`src/rtl/mul_inner_tc.sv`:
```
// Unary temporal multiply cell: forwards the input stream east and counts product bits over a 2^(WIDTH-1) window.
// Optional signed stepping is enabled by defining MUL_INNER_TC_SIGN_EN.
module mul_inner_tc #(
  parameter int WIDTH = 8
) (
  input  logic             clk,
  input  logic             rst_n,
  input  logic             i_bit_i,
  input  logic             i_sign_i,
  input  logic [WIDTH-2:0] i_randW,
  input  logic             i_w_load,
  input  logic [WIDTH-1:0] i_data_w,
  input  logic             i_start,
  input  logic             i_en,
  output logic             o_bit_i,
  output logic             o_sign_i,
  output logic [WIDTH-2:0] o_randW,
  output logic             o_bit,
  output logic [WIDTH:0]   o_acc,
  output logic             o_valid,
  output logic             o_busy
);

  localparam int MW = WIDTH - 1;
  localparam logic [MW-1:0] CNT_ONE  = MW'(1);
  localparam logic [WIDTH:0] ACC_POS = (WIDTH + 1)'(1);

  typedef enum logic [1:0] {
    IDLE = 2'd0,
    RUN  = 2'd1,
    DONE = 2'd2
  } state_t;

  state_t            state_q, state_d;
  logic [MW-1:0]     cnt_q, cnt_d;
  logic [WIDTH:0]    acc_q, acc_d;
  logic [WIDTH:0]    acc_out_q, acc_out_d;
  logic [WIDTH-1:0]  w_shadow_q, w_shadow_d;
  logic [WIDTH-1:0]  w_act_q, w_act_d;
  logic              bit_i_q, bit_i_d;
  logic              sign_i_q, sign_i_d;
  logic [MW-1:0]     randw_q, randw_d;
  logic              bit_q, bit_d;
  logic              valid_q, valid_d;
  logic              busy_q, busy_d;

  logic              prod_s;
  logic [WIDTH:0]    step_s;
  logic [WIDTH:0]    acc_next_s;
  logic              last_s;

  assign prod_s = i_bit_i & (w_act_q[MW-1:0] > i_randW);

`ifdef MUL_INNER_TC_SIGN_EN
  logic neg_s;
  assign neg_s = i_sign_i ^ w_act_q[WIDTH-1];
  // A negative product bit counts down, so the window result is two's complement.
  assign step_s = prod_s ? (neg_s ? {(WIDTH + 1){1'b1}} : ACC_POS) : '0;
`else
  logic unused_sign_s;
  assign unused_sign_s = w_act_q[WIDTH-1];
  assign step_s = prod_s ? ACC_POS : '0;
`endif

  assign acc_next_s = acc_q + step_s;
  assign last_s     = (cnt_q == {MW{1'b1}});

  // Next-state logic for the stream registers, weights and window FSM.
  always_comb begin
    state_d    = state_q;
    cnt_d      = cnt_q;
    acc_d      = acc_q;
    acc_out_d  = acc_out_q;
    w_act_d    = w_act_q;
    valid_d    = 1'b0;

    if (i_en) begin
      bit_i_d  = i_bit_i;
      sign_i_d = i_sign_i;
      randw_d  = i_randW;
      bit_d    = prod_s;
    end else begin
      bit_i_d  = bit_i_q;
      sign_i_d = sign_i_q;
      randw_d  = randw_q;
      bit_d    = bit_q;
    end

    if (i_w_load) begin
      w_shadow_d = i_data_w;
    end else begin
      w_shadow_d = w_shadow_q;
    end

    case (state_q)
      IDLE, DONE: begin
        if (i_start) begin
          state_d = RUN;
          cnt_d   = '0;
          acc_d   = '0;
          // A weight loaded together with start bypasses the shadow register.
          w_act_d = i_w_load ? i_data_w : w_shadow_q;
        end else begin
          state_d = IDLE;
        end
      end
      RUN: begin
        if (i_en) begin
          cnt_d = cnt_q + CNT_ONE;
          acc_d = acc_next_s;
          if (last_s) begin
            state_d   = DONE;
            acc_out_d = acc_next_s;
            valid_d   = 1'b1;
          end else begin
            state_d = RUN;
          end
        end else begin
          state_d = RUN;
        end
      end
      default: begin
        state_d = IDLE;
      end
    endcase

    busy_d = (state_d == RUN);
  end

  // All state and outputs, cleared asynchronously by rst_n.
  always_ff @(posedge clk or negedge rst_n) begin
    if (!rst_n) begin
      state_q    <= IDLE;
      cnt_q      <= '0;
      acc_q      <= '0;
      acc_out_q  <= '0;
      w_shadow_q <= '0;
      w_act_q    <= '0;
      bit_i_q    <= 1'b0;
      sign_i_q   <= 1'b0;
      randw_q    <= '0;
      bit_q      <= 1'b0;
      valid_q    <= 1'b0;
      busy_q     <= 1'b0;
    end else begin
      state_q    <= state_d;
      cnt_q      <= cnt_d;
      acc_q      <= acc_d;
      acc_out_q  <= acc_out_d;
      w_shadow_q <= w_shadow_d;
      w_act_q    <= w_act_d;
      bit_i_q    <= bit_i_d;
      sign_i_q   <= sign_i_d;
      randw_q    <= randw_d;
      bit_q      <= bit_d;
      valid_q    <= valid_d;
      busy_q     <= busy_d;
    end
  end

  assign o_bit_i  = bit_i_q;
  assign o_sign_i = sign_i_q;
  assign o_randW  = randw_q;
  assign o_bit    = bit_q;
  assign o_acc    = acc_out_q;
  assign o_valid  = valid_q;
  assign o_busy   = busy_q;

endmodule

```
`config.mk`:
```
export PLATFORM = sky130hd
export DESIGN_NAME = mul_inner_tc
export DESIGN_NICKNAME = d
export VERILOG_FILES = /design/src/rtl/mul_inner_tc.sv
export SDC_FILE = /design/constraint.sdc
export NUM_CORES = 1
export LEC_CHECK = 0
export ABC_AREA = 1
export CAP_MARGIN = 20
export CELL_PAD_IN_SITES_DETAIL_PLACEMENT = 0
export CELL_PAD_IN_SITES_GLOBAL_PLACEMENT = 1
export CORE_MARGIN = 4
export CORE_UTILIZATION = 43
export DETAILED_ROUTE_END_ITERATION = 8
export PLACE_DENSITY = 0.9
export SYNTH_ARGS = -nofsm -noshare
export SYNTH_HDL_FRONTEND = slang
export SYNTH_SLANG_ARGS = --single-unit
```
`constraint.sdc`:
```
create_clock -name clk -period 5.25 [get_ports clk]
set_input_delay 1.575 -clock clk [delete_from_list [all_inputs] [get_ports clk]]
set_output_delay 1.575 -clock clk [all_outputs]
set_load 0.05 [all_outputs]
```
# After elaboration in Yosys (flattened, before gate mapping)
# Index checks and enable logic that the tools add are counted.
[op_classes]
add_sub_neg = 2
order_cmp = 1
n_eq_ne = 6
muxes = 15
n_bitwise = 1
n_reduce_logical = 6
[ops]
columns = ["operator", "n"]
rows = [
  ["9-bit 2-to-1 mux", 2],
  ["9-bit one-hot mux with 2 select lines", 1],
  ["7-bit 2-to-1 mux", 2],
  ["7-bit one-hot mux with 2 select lines", 1],
  ["9-bit by 1-bit adder with 9-bit output", 1],
  ["8-bit 2-to-1 mux", 1],
  ["7-bit by 1-bit adder with 7-bit output (second input constant)", 1],
  ["7-bit equality test (second input constant)", 1],
  ["7-bit > comparator", 1],
  ["3-bit AND reduction", 2],
  ["1-bit 2-to-1 mux", 5],
  ["2-bit by 1-bit equality test with 1-bit output (second input constant)", 2],
  ["2-bit 2-to-1 mux", 2],
  ["2-bit != test (second input constant)", 2],
  ["2-bit one-hot mux with 2 select lines", 1],
  ["2-bit equality test (second input constant)", 1],
  ["2-bit zero test", 1],
  ["2-bit AND reduction", 1],
  ["2-bit nonzero test", 1],
  ["2-bit OR reduction", 1],
  ["1-bit bitwise AND", 1],
]
[totals]
reg_bits = 54
input_bits = 22
output_inout_bits = 21
word_cells = 43

# Longest topological paths before layout
# Gate-level depths: netlist of the first run.
[logic_depth]
depth_word = 6
mapped_depth = 16
ltp_nobuf = 16

# Least setup slack after synthesis of the first run
# No wires, ideal clock.
[synth_path]
path_kind = "in2reg"
from = "input i_randW[6]"
to = "register acc_out_q[4], in the netlist o_acc[4]"
setup_time_ps = 124
t_arrival_ps = 3127
required_ps = 5126
path_slack_ps = 1999
path_stages = 12
path_buffers = 0
cell_sequence = "inv_1 > ha_1 > nand2_1 > inv_1 > a21oi_1 > nand2_1 > and2_1 > ha_1 > ha_1 > nand3_1 > xor2_1 > o21ai_2"
[synth_via]
elab_chain_len = 4
[synth_lines]
columns = ["item", "line_no", "source"]
rows = [
  ["from (decl)", "10", "input logic [WIDTH-2:0] i_randW,"],
  ["7-bit > comparator", "52", "assign prod_s = i_bit_i & (w_act_q[MW-1:0] > i_randW);"],
  ["1-bit bitwise AND", "52", ""],
  ["via prod_s", "47", "logic prod_s;"],
  ["1-bit 2-to-1 mux", "62", "assign step_s = prod_s ? ACC_POS : '0;"],
  ["9-bit by 1-bit adder with 9-bit output", "65", "assign acc_next_s = acc_q + step_s;"],
  ["to (signal assigned)", "149", "acc_out_q <= acc_out_d;"],
  ["to (decl)", "37", "logic [WIDTH:0] acc_out_q, acc_out_d;"],
]
# The timed path passes the listed nets, and every way through them passes these cells.
# A chain may end at the register's enable or synchronous reset.

# Worst setup path after layout of the first run
[layout_path]
from = "input i_randW[6]"
to = "register acc_q[6]"
[layout_via]
elab_chain_len = 6
[layout_lines]
columns = ["item", "line_no", "source"]
rows = [
  ["7-bit > comparator", "52", ""],
  ["1-bit bitwise AND", "52", ""],
  ["via prod_s", "47", ""],
  ["1-bit 2-to-1 mux", "62", ""],
  ["9-bit by 1-bit adder with 9-bit output", "65", ""],
  ["9-bit 2-to-1 mux", "108", "if (i_en) begin"],
  ["9-bit one-hot mux with 2 select lines", "95", "case (state_q)"],
  ["to (signal assigned)", "135", "acc_q <= '0;"],
  ["to (signal assigned)", "148", "acc_q <= acc_d;"],
  ["to (decl)", "36", "logic [WIDTH:0] acc_q, acc_d;"],
]
# The timed path passes the listed nets, and every way through them passes these cells. The select of a mux whose other input is x is not followed.

==> reports/summary.txt, run 1 <==
Status = complete, no violations
Num CTS Buffers = 5
DRT antenna net count = 0
Initial antenna violation count = 0
Final Skew = 0.00941 ns
Antenna diodes = 0
Syn_nets = 307
Clock transition at the registers of the reported paths = 0.10 ns
Drt drc = 0
Root Buffer = clkbuf_8
Worst-Skew Late Latency = 0.30 ns
CP max-delay cell = clkdlybuf4s50_1
Worst EP required = 5.49 ns
Number of clock sinks = 53
Inst Count DP = 383
CP Launch Point = i_randW[6]
DRT iter0 DRCs = 72
Pre-antenna DRT Iters = 4
Routability cong. = 0.749
Crit-path max cell delay = 0.45 ns
Slew Viols, Final = 0
Number of port buffers = 41
Yosys reg bits = 53
Crit Path Max Fanout = 3
Largest net degree at the start of global routing = 54
Max transition margin = 56.4%
Area Overhead vs Synth = 21.8%
Die Ht = 84.0 um
Die ar. = 7060 sq um
Die Wd = 84.0 um
Startpoint types = input pin
I/O pin count = 43
Reg2reg start = w_act_q[2]
GRT Total Usage = 14.2%
Hold Startpoint = o_sign_i
Commonest non-fill, non-tap cells in the layout = nand2_1, dfrtp_1, clkdlybuf4s50_1
WS Path Type = input pin to register
Fmax = 277 MHz
PD cells = 317 nW/um^2
Syn Inst Count = 275
Final hold violations = 0
RSZ-0062 raised after global routing = no
Synth Flop Type = dfrtp_1
WL/cell = 11.7 um
Ys Warns = 0
Worst R2R End = acc_q[6]
First-pass GRT wire length = 8160 um
P_leak = 0.00152 uW
Post-DP HPWL = 3370 um
Vias in the first global route = 1763
Rows = 27
WP buf/inv = 2
Maxcap violations = 0
Vias = 1843
Crit path arrival time = 3.85 ns
R2R setup slack = 3.00 ns
Core Region = 5540 sq um
Most common cell after layout, fill and taps aside = nand2_1
GRT Residual Overflow = 0
Worst hold path cell count = 2
Critical Path Sink Type = register
Setup TNS = 0 ns
Final net count = 350
Clock Path Buffers = 2
Via-to-Cell Ratio = 4.71
Post-synthesis async set-or-reset flop share = 100%
Share of cells above drive strength 1 = 11.0%
Overall power = 960 uW
Register area share after synthesis = 53.3%
Final period util = 68.8%
Critical path, cell by cell = clkdlybuf4s50_1 > inv_1 > ha_1 > nand2_1 > nor2_1 > a21oi_1 > and2_1 > ha_1 > ha_1 > nand3_1 > nor2_2 > xor2_1 > nand2_1 > nand2_1
# Post-CTS Setup Buffers = 0
Cell Area, Synth = 2490 sq um
Syn Area/Cell = 9.04 sq um
Post-synth EDFFs = 0
Final WL = 4590 um
Cell variety after synth = 27
Min Clock Period, post-route = 3.61 ns
CTS Hold Bufs = 0
Worst-Margin Slew = 0.654 ns
Layout Utilization = 54.7%
CTS H-tree depth = 2
Register-to-Register Path Depth = 12
Worst Hold Class = register to register
Initial core utilization = 44.9%
Final Non-Filler Cells = 391
CTS tree = done
Final Setup Violations = 0
Worst Hold Path EP = o_sign_i
Worst vdd ir = 0.122 mV
Gates resized, CTS repair = 0
Top delay family on crit path = simple AND/OR/NAND/NOR gates
==> worst max-delay path by stage <==
stage                    end  slack [ns]  cells past startpoint
CTS                 acc_q[6]        1.63                     15
global placement    o_acc[6]        1.34                     15
finish              acc_q[6]        1.64                     14
detailed placement  acc_q[6]        1.32                     14
global route        acc_q[6]        1.43                     15
floorplan           o_acc[4]        2.00                     12
==> power breakdown <==
part	total (uW)	internal (uW)	switching, uW	leakage (uW)
combinational	225	89.5	136	0.000807
sequential	508	464	44.6	0.000675
clock	226	94.2	132	0.0000374
total	960	648	312	0.00152
==> metrics by stage <==
| step | area (sq um) | hold slack, ns | worst slack (ns) |
|---|---|---|---|
| floorplan | 2490 | 0.453 | 2.00 |
| global placement | 2940 | 0.457 | 1.34 |
| detailed placement | 2940 | 0.460 | 1.32 |
| CTS | 3030 | 0.484 | 1.63 |
| global route | 3030 | 0.500 | 1.43 |
| finish | 3030 | 0.481 | 1.64 |
==> cells in the mapped netlist, types with 2 or more instances <==
| library cell | instances | share of area [%] |
|---|---|---|
| buf_2 | 2 | 0.40 |
| nand2_1 | 107 | 16 |
| nor2_1 | 8 | 1.2 |
| o21ai_2 | 5 | 1.8 |
| o21ai_1 | 5 | 1.0 |
| ha_1 | 10 | 5.0 |
| nand3_1 | 12 | 2.4 |
| dfrtp_1 | 53 | 53 |
| nor2_2 | 2 | 0.50 |
| o21ai_0 | 9 | 1.8 |
| nand3b_1 | 2 | 0.60 |
| inv_1 | 23 | 3.5 |
| xor2_1 | 4 | 1.4 |
| buf_6 | 3 | 1.4 |
| inv_2 | 4 | 0.60 |
| a21oi_1 | 5 | 1.0 |
| nor3_1 | 2 | 0.40 |
| nor2_4 | 3 | 1.4 |
| nand2_2 | 2 | 0.50 |
| mux2_2 | 7 | 3.2 |
==> cell families (layout without fill, tap and decap cells) <==
kind of cell / count (synthesis) / after routing / share of synthesized area, %
simple gates: 142 / 142 / 25.0
flops: 53 / 53 / 53.3
buf+inv: 34 / 78 / 6.14
compound gates: 24 / 24 / 5.59
fa+ha+maj: 10 / 10 / 5.03
mux: 7 / 7 / 3.17
xor+xnor: 5 / 5 / 1.76
==> area by class of cell <==
class                      count  area, sq um
fill                         496         2510
sequential                    53         1330
multi-input combinational    188         1010
timing repair buffer          42          413
inverter                      28          105
tap                           72         90.1
clock buffer                   6         72.6
clock inverter                 2         15.0
==> worst min-delay path, stage by stage, from the launching register on <==
cell and delay [ns]:
dfrtp_1 0.35, nand2_1 0.05, nand2_1 0.05
==> layer usage <==
metal / GRT usage (%) / up-vias / share of wire, %
li1: - / 947 / -
met1: 19.6 / 857 / 50
met2: 21.8 / 37 / 44
met3: 3.55 / 2 / 4.1
met4: 4.82 / 0 / 1.0
met5: 0 / - / 0
==> flip-flops by register name, indices dropped and copies added (netlist names), 2 cells and up <==
signal,count
acc_q,9
o_randW,7
cnt_q,7
w_act_q,7
o_acc,9
w_shadow_q,7
state_q,2
No activity file was read; power rests on OpenSTA's default activity.
==> run 2: changes to the inputs <==
--- a/config.mk
+++ b/config.mk
@@ -10,9 +10,9 @@
 export CELL_PAD_IN_SITES_DETAIL_PLACEMENT = 0
 export CELL_PAD_IN_SITES_GLOBAL_PLACEMENT = 1
 export CORE_MARGIN = 4
-export CORE_UTILIZATION = 43
+export CORE_UTILIZATION = 36
 export DETAILED_ROUTE_END_ITERATION = 8
-export PLACE_DENSITY = 0.9
+export PLACE_DENSITY = 0.81
 export SYNTH_ARGS = -nofsm -noshare
 export SYNTH_HDL_FRONTEND = slang
 export SYNTH_SLANG_ARGS = --single-unit
==> constraint.sdc (replaced) <==
create_clock -name clk -period 2.9 [get_ports clk]
set_input_delay 0.87 -clock clk [delete_from_list [all_inputs] [get_ports clk]]
set_output_delay 0.87 -clock clk [all_outputs]
set_load 0.05 [all_outputs]
==> reports/summary.txt, run 2 (synthesis results as in run 1) <==
Status = complete, no violations
Final WS setup = 0.129 ns
Final Non-Filler Cells = 409
Die Wd = 91.1 um
Maxcap violations = 0
Worst-Skew Late Latency = 0.30 ns
Pre-antenna DRT Iters = 4
WP buf/inv = 3
Via-to-Cell Ratio = 4.54
Routability cong. = 0.763
Commonest non-fill, non-tap cells in the layout = nand2_1, dfrtp_1, clkdlybuf4s50_1
CTS Hold Bufs = 0
Footprint of the multi-input gates = 1100 sq um
Inst Count DP = 399
Slew Viols, Final = 0
R2R setup slack = 0.79 ns
Most Frequent Cell on Critical Path = nand2_1
Worst-Margin Slew = 0.632 ns
I/O pin count = 43
Final Setup Violations = 0
Crit path arrival time = 2.97 ns
Pre-CTS setup slack = -0.373 ns
CP Launch Point = i_randW[5]
P_leak = 0.00157 uW
Final net count = 360
Final period util = 95.6%
P_int = 1190 uW
Number of clock sinks = 53
Area Overhead vs Synth = 28.9%
Clock transition at the registers of the reported paths = 0.09 ns
WS Path Type = input pin to register
Worst EP required = 3.10 ns
Worst R2R End = acc_q[6]
Combinational power share = 24.9%
Fmax = 361 MHz
Hold_ws = 0.480 ns
Core Region = 6760 sq um
Final WL = 4880 um
Drt drc = 0
Min Clock Period, post-route = 2.77 ns
Final hold violations = 0
CP max-delay cell = clkdlybuf4s50_1
Critical path destination = acc_q[6]
Fill count = 663
Startpoint types = input pin
Initial antenna violation count = 0
CTS tree = done
Initial core utilization = 36.8%
Share of cells above drive strength 1 = 17.6%
Root Buffer = clkbuf_8
Die Ht = 91.1 um
Max transition margin = 57.9%
Seq pwr share = 52.3%
CTS H-tree depth = 2
Register area = 1330 sq um
Final Skew = 0.00442 ns
Die ar. = 8300 sq um
Num CTS Buffers = 5
GRT Total Usage = 12.3%
Largest net degree at the start of global routing = 29
Worst Hold Class = register to register
Crit Path Max Fanout = 3
Clk pwr share = 22.8%
PD cells = 549 nW/um^2
Critical path, cell by cell = clkdlybuf4s50_1 > inv_1 > ha_1 > nand2_1 > inv_1 > a21oi_1 > nand2_1 > and2_4 > ha_4 > ha_4 > nand3_4 > nor2_4 > xor2_2 > nand2_1 > nand2_1
GRT Residual Overflow = 0
Vias = 1858
Net Sw Frac = 32.2%
Critical Path Sink Type = register
Top delay family on crit path = simple AND/OR/NAND/NOR gates
DRT iter0 DRCs = 51
Post-DP HPWL = 3580 um
Register-to-Register Path Depth = 13
Most common cell after layout, fill and taps aside = nand2_1
Worst vdd ir = 0.366 mV
Clock Path Buffers = 2
Rows = 30
CP Depth = 15
Reg2reg start = w_act_q[6]
Vias in the first global route = 1866
WL/cell = 11.9 um
First-pass GRT wire length = 8310 um
Antenna diodes = 0
DRT antenna net count = 0
Number of port buffers = 41
Switching pwr = 567 uW
Crit-path max cell delay = 0.45 ns
[run 2: layout make-up]
class	count	area share (%)
sequential	53	41.4
tap	80	3.12
timing repair buffer	52	15.2
clock buffer	6	2.26
inverter	28	3.28
clock inverter	2	0.312
multi-input combinational	188	34.4
[run 2: worst reg2reg max path: stages (launching register included)]
cell and delay (ns):
dfrtp_1 0.40, ha_1 0.31, nand2_1 0.11, inv_1 0.04
a21oi_1 0.13, nand2_1 0.08, and2_4 0.17, ha_4 0.17
ha_4 0.16, nand3_4 0.11, nor2_4 0.06, xor2_2 0.17
nand2_1 0.06, nand2_1 0.05
[run 2: routing by layer]
layer | wire length [um] | track usage [%] | up-vias
met5 | 0 | 0 | -
met4 | 68 | 4.15 | 0
met3 | 197 | 2.90 | 6
met2 | 2380 | 21.2 | 35
met1 | 2230 | 15.2 | 854
li1 | - | - | 963
[run 2: metrics by stage]
stage          setup TNS (ns)  instance area (sq um)  total power [uW]  utilization, %
2_1_floorplan               0                   2490              1210               -
3_3_place_gp            -2.89                   3010              1340            44.6
3_5_place_dp            -3.68                   3010              1360            44.6
4_1_cts                     0                   3130              1760            46.4
5_1_grt               -0.0129                   3210              1880            47.4
6_report                    0                   3210              1760            47.4
[run 2: power by group through the flow]
stage          Sequential, uW  Clock [uW]  Combinational, uW
4_1_cts                   916         416                431
3_5_place_dp              929           0                427
6_report                  921         401                438
2_1_floorplan             968           0                241
5_1_grt                   935         449                501
3_3_place_gp              926           0                415
[run 2: what timing repair did]
item | in CTS | in global routing
pin swaps | 4 | 5
setup endpoints to repair | 4 | 10
gates resized for setup | 5 | 12
buffers inserted | 2 | 0
[run 2: how the worst min path moves through the flow]
stage,start,endpoint,slack [ns],cells after the start
6_report,o_randW[0],o_randW[0],0.48,2
5_1_grt,o_acc[7],o_acc[7],0.50,2
4_1_cts,o_randW[0],o_randW[0],0.48,2
3_5_place_dp,o_randW[0],o_randW[0],0.46,2
3_3_place_gp,o_randW[0],o_randW[0],0.46,2
2_1_floorplan,w_act_q[1],w_act_q[1],0.45,2
